--- config.mk ---
export PLATFORM = sky130hd
export DESIGN_NAME = ddram_loader
export DESIGN_NICKNAME = d
export VERILOG_FILES = /design/src/rtl/ddram_loader_pkg.sv /design/src/rtl/ddram_loader_fifo.sv /design/src/rtl/ddram_loader.sv
export SDC_FILE = /design/constraint.sdc
export NUM_CORES = 1
export LEC_CHECK = 0
export BUFFER_PORTS_ARGS = -buffer_cell sky130_fd_sc_hd__clkbuf_2
export CORE_ASPECT_RATIO = 0.5
export CORE_UTILIZATION = 47
export DETAILED_ROUTE_END_ITERATION = 12
export GPL_TIMING_DRIVEN = 1
export PLACE_DENSITY = 0.63
export SLEW_MARGIN = 10
export SYNTH_ARGS = -nofsm -noshare
export SYNTH_HDL_FRONTEND = slang
export SYNTH_HIERARCHICAL = 1
export SYNTH_SLANG_ARGS = --single-unit
--- constraint.sdc ---
create_clock -name DDRAM_CLK -period 6.8 [get_ports DDRAM_CLK]
set_input_delay 0.34 -clock DDRAM_CLK [delete_from_list [all_inputs] [get_ports DDRAM_CLK]]
set_output_delay 0.34 -clock DDRAM_CLK [all_outputs]
set_load 0.005 [all_outputs]
--- src/rtl/ddram_loader_pkg.sv ---
`default_nettype none
// ============================================================================
// Module      : ddram_loader_pkg
// Description : Shared types for the DDR3 byte-port loader: FSM state
//               encoding, request source and the download FIFO entry.
// Revision    : 1.0 - initial release
// ============================================================================
package ddram_loader_pkg;

    localparam int c_ADDR_W = 29;
    localparam int c_DATA_W = 8;

    // Byte-port handshake states
    typedef enum logic [1:0] {
        ST_IDLE  = 2'd0,
        ST_ISSUE = 2'd1,
        ST_WAIT  = 2'd2
    } state_t;

    // Which requester owns the transaction in flight
    typedef enum logic [0:0] {
        SRC_FIFO = 1'b0,
        SRC_CPU  = 1'b1
    } src_t;

    // One buffered download byte with its destination address
    typedef struct packed {
        logic [c_ADDR_W-1:0] addr;
        logic [c_DATA_W-1:0] data;
    } fifo_entry_t;

endpackage
`default_nettype wire

--- src/rtl/ddram_loader_fifo.sv ---
`default_nettype none
// ============================================================================
// Module      : ddram_loader_fifo
// Description : Synchronous FIFO for download bytes. Pointers carry one extra
//               wrap bit so full and empty are told apart without a counter.
//               Head entry is presented combinationally (show-ahead).
// Revision    : 1.0 - initial release
// ============================================================================
module ddram_loader_fifo
    import ddram_loader_pkg::*;
#(
    parameter int DEPTH = 8
) (
    input  logic                    clk,
    input  logic                    rst,
    input  logic                    i_push,
    input  fifo_entry_t             i_push_data,
    input  logic                    i_pop,
    output fifo_entry_t             o_pop_data,
    output logic                    o_full,
    output logic                    o_empty,
    output logic [$clog2(DEPTH):0]  o_free
);

    localparam int c_IDX_W = $clog2(DEPTH);
    localparam int c_PTR_W = c_IDX_W + 1;

    fifo_entry_t          r_mem [DEPTH];
    logic [c_PTR_W-1:0]   r_wr_ptr;
    logic [c_PTR_W-1:0]   r_rd_ptr;
    logic [c_PTR_W-1:0]   w_count;
    logic                 w_do_push;
    logic                 w_do_pop;

    assign w_count    = r_wr_ptr - r_rd_ptr;
    assign o_full     = (w_count == c_PTR_W'(DEPTH));
    assign o_empty    = (r_wr_ptr == r_rd_ptr);
    assign o_free     = c_PTR_W'(DEPTH) - w_count;
    assign w_do_push  = i_push && !o_full;
    assign w_do_pop   = i_pop && !o_empty;
    assign o_pop_data = r_mem[r_rd_ptr[c_IDX_W-1:0]];

    // Advance pointers; simultaneous push and pop leave the count unchanged
    always_ff @(posedge clk or posedge rst) begin
        if (rst) begin
            r_wr_ptr <= '0;
            r_rd_ptr <= '0;
        end else begin
            if (w_do_push) r_wr_ptr <= r_wr_ptr + 1'b1;
            if (w_do_pop)  r_rd_ptr <= r_rd_ptr + 1'b1;
        end
    end

    // Entry storage needs no reset: only slots between the pointers are read
    always_ff @(posedge clk) begin
        if (w_do_push) r_mem[r_wr_ptr[c_IDX_W-1:0]] <= i_push_data;
    end

endmodule
`default_nettype wire

--- src/rtl/ddram_loader.sv ---
`default_nettype none
// ============================================================================
// Module      : ddram_loader
// Description : Feeds the 8-bit DDR3 byte port from the HPS ioctl download
//               stream (buffered in a FIFO) and a single-request CPU port.
//               Each request becomes a level strobe held until ready falls,
//               then released until ready returns.
// Options     : DDRAM_LOADER_CHECKSUM_EN adds checksum[15:0], the mod-2^16
//               sum of download bytes committed to memory.
// Revision    : 1.0 - initial release
// ============================================================================
module ddram_loader
    import ddram_loader_pkg::*;
#(
    parameter int FIFO_DEPTH = 8,
    parameter int WAIT_SLACK = 2
) (
    input  logic        DDRAM_CLK,
    input  logic        reset,
    input  logic        ioctl_download,
    input  logic        ioctl_wr,
    input  logic [28:0] ioctl_addr,
    input  logic [7:0]  ioctl_dout,
    output logic        ioctl_wait,
    input  logic [28:0] cpu_addr,
    input  logic [7:0]  cpu_din,
    input  logic        cpu_we,
    input  logic        cpu_rd,
    output logic [7:0]  cpu_dout,
    output logic        cpu_busy,
    output logic [28:0] mem_addr,
    output logic [7:0]  mem_din,
    output logic        mem_we,
    output logic        mem_rd,
    input  logic [7:0]  mem_dout,
    input  logic        mem_ready,
    output logic        load_done,
    output logic        overflow
`ifdef DDRAM_LOADER_CHECKSUM_EN
    ,
    output logic [15:0] checksum
`endif
);

    localparam int c_FREE_W = $clog2(FIFO_DEPTH) + 1;

    // FIFO interface
    fifo_entry_t          w_push_data;
    fifo_entry_t          w_head;
    logic                 w_fifo_full;
    logic                 w_fifo_empty;
    logic                 w_fifo_pop;
    logic [c_FREE_W-1:0]  w_fifo_free;

    // Handshake FSM
    state_t       r_state, w_state_nxt;
    src_t         r_src, w_src_nxt;
    logic [28:0]  r_mem_addr, w_mem_addr_nxt;
    logic [7:0]   r_mem_din, w_mem_din_nxt;
    logic         r_mem_we, w_mem_we_nxt;
    logic         r_mem_rd, w_mem_rd_nxt;
    logic [7:0]   r_cpu_dout, w_cpu_dout_nxt;
    logic         w_commit;

    // CPU request latch
    logic         r_cpu_busy;
    logic [28:0]  r_cpu_addr;
    logic [7:0]   r_cpu_din;
    logic         r_cpu_is_rd;
    logic         w_cpu_accept;

    // Download session tracking
    logic         r_dl_d;
    logic         w_dl_rise;
    logic         w_dl_fall;
    logic         r_ioctl_wait;
    logic         r_overflow;
    logic         r_load_armed;
    logic         r_load_done;

    assign w_push_data  = {ioctl_addr, ioctl_dout};
    assign w_dl_rise    = ioctl_download && !r_dl_d;
    assign w_dl_fall    = !ioctl_download && r_dl_d;
    assign w_cpu_accept = (cpu_we || cpu_rd) && !r_cpu_busy;

    ddram_loader_fifo #(
        .DEPTH       (FIFO_DEPTH)
    ) u_fifo (
        .clk         (DDRAM_CLK),
        .rst         (reset),
        .i_push      (ioctl_wr),
        .i_push_data (w_push_data),
        .i_pop       (w_fifo_pop),
        .o_pop_data  (w_head),
        .o_full      (w_fifo_full),
        .o_empty     (w_fifo_empty),
        .o_free      (w_fifo_free)
    );

    // FSM state and registered byte-port outputs
    always_ff @(posedge DDRAM_CLK or posedge reset) begin
        if (reset) begin
            r_state    <= ST_IDLE;
            r_src      <= SRC_FIFO;
            r_mem_addr <= '0;
            r_mem_din  <= '0;
            r_mem_we   <= 1'b0;
            r_mem_rd   <= 1'b0;
            r_cpu_dout <= '0;
        end else begin
            r_state    <= w_state_nxt;
            r_src      <= w_src_nxt;
            r_mem_addr <= w_mem_addr_nxt;
            r_mem_din  <= w_mem_din_nxt;
            r_mem_we   <= w_mem_we_nxt;
            r_mem_rd   <= w_mem_rd_nxt;
            r_cpu_dout <= w_cpu_dout_nxt;
        end
    end

    // Arbitration in IDLE (FIFO first), strobe release on ready low, completion on ready high
    always_comb begin
        w_state_nxt    = r_state;
        w_src_nxt      = r_src;
        w_mem_addr_nxt = r_mem_addr;
        w_mem_din_nxt  = r_mem_din;
        w_mem_we_nxt   = r_mem_we;
        w_mem_rd_nxt   = r_mem_rd;
        w_cpu_dout_nxt = r_cpu_dout;
        w_fifo_pop     = 1'b0;
        w_commit       = 1'b0;
        case (r_state)
            ST_IDLE: begin
                if (!w_fifo_empty) begin
                    w_src_nxt      = SRC_FIFO;
                    w_mem_addr_nxt = w_head.addr;
                    w_mem_din_nxt  = w_head.data;
                    w_mem_we_nxt   = 1'b1;
                    w_fifo_pop     = 1'b1;
                    w_state_nxt    = ST_ISSUE;
                end else if (r_cpu_busy) begin
                    w_src_nxt      = SRC_CPU;
                    w_mem_addr_nxt = r_cpu_addr;
                    w_mem_din_nxt  = r_cpu_din;
                    w_mem_we_nxt   = !r_cpu_is_rd;
                    w_mem_rd_nxt   = r_cpu_is_rd;
                    w_state_nxt    = ST_ISSUE;
                end
            end
            ST_ISSUE: begin
                if (!mem_ready) begin
                    w_mem_we_nxt = 1'b0;
                    w_mem_rd_nxt = 1'b0;
                    w_state_nxt  = ST_WAIT;
                end
            end
            ST_WAIT: begin
                if (mem_ready) begin
                    w_commit = 1'b1;
                    if (r_src == SRC_CPU && r_cpu_is_rd) w_cpu_dout_nxt = mem_dout;
                    w_state_nxt = ST_IDLE;
                end
            end
            default: begin
                w_mem_we_nxt = 1'b0;
                w_mem_rd_nxt = 1'b0;
                w_state_nxt  = ST_IDLE;
            end
        endcase
    end

    // CPU request latch: write beats read, pulses while busy are dropped
    always_ff @(posedge DDRAM_CLK or posedge reset) begin
        if (reset) begin
            r_cpu_busy  <= 1'b0;
            r_cpu_addr  <= '0;
            r_cpu_din   <= '0;
            r_cpu_is_rd <= 1'b0;
        end else if (w_cpu_accept) begin
            r_cpu_busy  <= 1'b1;
            r_cpu_addr  <= cpu_addr;
            r_cpu_din   <= cpu_din;
            r_cpu_is_rd <= !cpu_we;
        end else if (w_commit && r_src == SRC_CPU) begin
            r_cpu_busy  <= 1'b0;
        end
    end

    // Flow control and sticky drop flag for the download stream
    always_ff @(posedge DDRAM_CLK or posedge reset) begin
        if (reset) begin
            r_dl_d       <= 1'b0;
            r_ioctl_wait <= 1'b0;
            r_overflow   <= 1'b0;
        end else begin
            r_dl_d       <= ioctl_download;
            r_ioctl_wait <= (w_fifo_free <= c_FREE_W'(WAIT_SLACK));
            if (ioctl_wr && w_fifo_full) r_overflow <= 1'b1;
            else if (w_dl_rise)          r_overflow <= 1'b0;
        end
    end

    // End-of-download pulse once the last buffered byte has reached memory
    always_ff @(posedge DDRAM_CLK or posedge reset) begin
        if (reset) begin
            r_load_armed <= 1'b0;
            r_load_done  <= 1'b0;
        end else begin
            r_load_done <= 1'b0;
            if (w_dl_rise) begin
                r_load_armed <= 1'b0;
            end else if (w_dl_fall) begin
                r_load_armed <= 1'b1;
            end else if (r_load_armed && w_fifo_empty && r_state == ST_IDLE) begin
                r_load_armed <= 1'b0;
                r_load_done  <= 1'b1;
            end
        end
    end

`ifdef DDRAM_LOADER_CHECKSUM_EN
    logic [15:0] r_checksum;

    // Sum of download bytes as each one completes on the byte port
    always_ff @(posedge DDRAM_CLK or posedge reset) begin
        if (reset) begin
            r_checksum <= '0;
        end else if (w_dl_rise) begin
            r_checksum <= '0;
        end else if (w_commit && r_src == SRC_FIFO) begin
            r_checksum <= r_checksum + {8'h00, r_mem_din};
        end
    end

    assign checksum = r_checksum;
`endif

    assign ioctl_wait = r_ioctl_wait;
    assign overflow   = r_overflow;
    assign load_done  = r_load_done;
    assign cpu_busy   = r_cpu_busy;
    assign cpu_dout   = r_cpu_dout;
    assign mem_addr   = r_mem_addr;
    assign mem_din    = r_mem_din;
    assign mem_we     = r_mem_we;
    assign mem_rd     = r_mem_rd;

endmodule
`default_nettype wire
==> run_results.csv <==
group,metric,value,unit
worst_setup_path,end_kind,"flop",
logic_synthesis,ys_types,45,
worst_setup_path,cpLargestDelayFamily,"simple AND/OR/NAND/NOR gates",
power_and_ir_drop,pwr-share-comb,32.1,%
floorplanning,die_area,34500,um^2
sta,timing.final.crit_share,57.5,%
status,status,"complete, no violations",
grt,grt_pass1_vias,8642,
final_layout,design_area,18300,um^2
worst_setup_path,cp.arrival,4.06,ns
worst_setup_path,crit_chain,"inv_1 > ha_1 > nand3b_1 > a21oi_2 > nor3_4 > nor3_2 > buf_4",
grt,grt_use_total,20.4,%
detailed_routing,drt-total-wl,33.7,mm
logic_synthesis,async_flop_share,25.6,%
power_and_ir_drop,p_sw_share,32.5,%
logic_synthesis,ys_seq_area_share,72.3,%
detailed_routing,wl_per_cell,22.4,um
grt,grt.overflow.total,0,
floorplanning,rows,47,
detailed_routing,drtIter0Drc,634,
clocking,clock-sinks,398,
worst_setup_path,cp-startpoint,"u_fifo/r_rd_ptr[2]",
grt,grt_pass1_wl,52.4,mm
power_and_ir_drop,power_density,458,nW/um^2
sta,tns,0,ns
sta,report.final.slew_viol_count,0,
final_layout,fill_cells,2531,
floorplanning,die_h,132,um
floorplanning,start_util,47.8,%
sta,period_needed,3.91,ns
clocking,cts-root-buf,"clkbuf_16",
power_and_ir_drop,irDropWorstVdd,313,uV
final_layout,layout-drive-gt1-share,33.7,%
clocking,cts_made_buffers,36,
logic_synthesis,yosysTopAreaCell,"edfxtp_1",
grt,antenna_found_initial,0,
clocking,cts_tree,"done",
final_layout,nNetsFinal,1134,
logic_synthesis,ys_seq_elements,398,
power_and_ir_drop,power_frac_seq,43.3,%
sta,rsz0062_at_grt,"no",
final_layout,final_cells,1505,
worst_setup_path,crit_type,"reg2reg",
sta,worst_pin_slew,0.976,ns
logic_synthesis,ys_warn_count,6,
power_and_ir_drop,p_switching,2.72,mW
clocking,clk_pin_slew,0.07,ns
logic_synthesis,syn_area_per_cell,17.7,um^2
final_layout,multi_input_area,4140,um^2
detailed_routing,avgViaCountPerCell,5.53,
sta,final.setup_skew,0.0305,ns
placement,port_buffers,139,
power_and_ir_drop,leakage,6.68,nW
worst_hold_path,hold_start,"cpu_addr[11]",
logic_synthesis,syn_inst,892,
detailed_routing,vias,8330,
logic_synthesis,mappedNetlistNets,990,
worst_setup_path,start_kind,"flop",
worst_setup_path,r2r_start,"u_fifo/r_rd_ptr[2]",
logic_synthesis,ys_top_cells_by_area,"edfxtp_1 56%, dfrtp_1 16%, mux4_2 11%",
clocking,cts.path.max_buffers,3,
final_layout,area_growth,15.3,%
logic_synthesis,synthesis.area,15800,um^2
worst_setup_path,worst-path-max-fanout,40,
floorplanning,io_pins,140,
worst_setup_path,crit_buf_inv,2,
detailed_routing,firstDrtPassIters,5,
clocking,clk_latency,0.54,ns
logic_synthesis,synth_edf_count,296,
placement,place_congestion,0.834,
placement,placed_cells,1436,
worst_setup_path,crit_required,6.95,ns
sta,hold_viol_final,0,
floorplanning,core,33100,um^2
clocking,cts_resized,0,
detailed_routing,drc,0,
worst_setup_path,critPathMaxStageDelay,0.98,ns
logic_synthesis,synth_ff_type,"edfxtp_1",
floorplanning,fp.dieW,262,um
logic_synthesis,synth.top_cell.area_share,56.1,%
sta,fmax,256,MHz
flow_run,cap_violations,0,
sta,slew_headroom,34.9,%
clocking,h-tree-depth,2,
worst_hold_path,min_path_type,"in2reg",
power_and_ir_drop,power_frac_clock,24.6,%
final_layout,regArea,11400,um^2
final_layout,diodes,0,
detailed_routing,ant_nets,0,
sta,setup_violations,0,
worst_setup_path,crit_slowest_cell,"dfrtp_2",
power_and_ir_drop,internal-power,5.65,mW
placement,place_area,17000,um^2
placement,hpwl,20.3,mm
grt,grt_max_degree,66,
cells in the final DEF (no fill, tap or decap), types with 3 or more instances in the layout:
cell type,netlist,layout
edfxtp_1,296,296
nand2_1,125,125
a21oi_1,42,42
mux2i_1,37,37
dlygate4sd3_1,0,3
nor2_4,0,3
nor4_2,0,4
o21ai_0,5,5
xnor2_1,7,7
mux2_4,9,9
clkbuf_1,11,6
a31oi_1,39,39
nor3_2,0,3
clkbuf_2,1,139
ha_1,8,8
mux2_2,37,37
nand2b_1,4,3
clkbuf_16,0,38
mux4_2,74,74
inv_1,13,12
buf_4,3,16
clkinv_2,0,8
clkbuf_8,0,8
dfrtp_1,102,99
state kept, by name (all words and copies together), names as in the netlist, 2 cells and up:
| register | cells |
|---|---|
| cpu_dout | 8 |
| mem_addr | 29 |
| mem_din | 8 |
| r_cpu_addr | 29 |
| r_cpu_din | 8 |
| r_state | 2 |
| u_fifo/r_mem | 296 |
| u_fifo/r_rd_ptr | 4 |
| u_fifo/r_wr_ptr | 4 |
path summary, 6_finish.rpt:
path | end | slack (ns) | cells after the start
min reg2reg | r_cpu_addr[15] | 0.51 | 1
max reg2reg | u_fifo/r_mem[3][27] | 2.89 | 7
min | r_cpu_addr[11] | 0.03 | 2
min in group asynchronous | u_fifo/r_wr_ptr[2] | 0.36 | 3
max | u_fifo/r_mem[3][27] | 2.89 | 7
max in group asynchronous | r_cpu_din[5] | 5.25 | 4
worst reg2reg max path, cell delays in order, from the launching register on:
cell,delay (ns)
dfrtp_2,0.98
inv_1,0.16
ha_1,0.44
nand3b_1,0.20
a21oi_2,0.38
nor3_4,0.16
nor3_2,0.65
buf_4,0.58
layout make-up:
type                       instances  share of cell area [%]
multi-input combinational        429                    22.7
timing repair buffer             158                    4.63
tap                              441                    3.02
clock inverter                    14                   0.720
sequential                       398                    62.7
inverter                          13                   0.281
clock buffer                      52                    5.94
layer usage:
layer / up-vias / GRT usage [%] / routed length, um
met1: 4356 / 29.5 / 15100
li1: 3743 / - / -
met4: 0 / 3.97 / 434
met3: 34 / 3.44 / 1660
met2: 197 / 32.9 / 16500
met5: - / 0 / 0
synthesized netlist by cell type, types with 6 or more instances:
cell	count
ha_1	8
dfrtp_1	102
xnor2_1	7
edfxtp_1	296
nand2_1	125
buf_1	14
mux2_4	9
buf_2	17
mux4_2	74
a31oi_1	39
mux2i_1	37
inv_1	13
clkbuf_1	11
buf_6	6
mux2_2	37
a21oi_1	42
power by group through the flow:
stage / clock, mW / sequential [mW] / combinational, mW
global placement: 0 / 3.66 / 2.64
finish: 2.06 / 3.62 / 2.68
global route: 2.19 / 3.69 / 2.94
CTS: 2.10 / 3.63 / 2.72
floorplan: 0 / 3.49 / 2.05
detailed placement: 0 / 3.68 / 2.71
cells by family after synthesis:
family	Yosys count	synth area share, %
compound gates	96	3.69
xor+xnor	10	0.601
fa+ha+maj	9	0.759
buf+inv	65	2.04
flops	398	72.3
mux	157	16.4
simple gates	157	4.28
stage by stage:
step	setup slack [ns]	utilization [%]	hold slack, ns	power, mW
after CTS	2.83	55.1	0.0140	8.46
after global routing	2.62	55.1	0.0162	8.83
after detailed placement	2.89	51.4	0.343	6.38
after global placement	2.92	51.4	0.354	6.30
final	2.89	55.1	0.0300	8.36
after floorplan	0.799	-	0.156	5.54
timing repair:
item	4_1_cts	5_1_grt
endpoints found under the hold margin	39	0
hold buffers	3	0
setup buffers	0	0
Note: power is estimated with default switching activity, not from simulation.
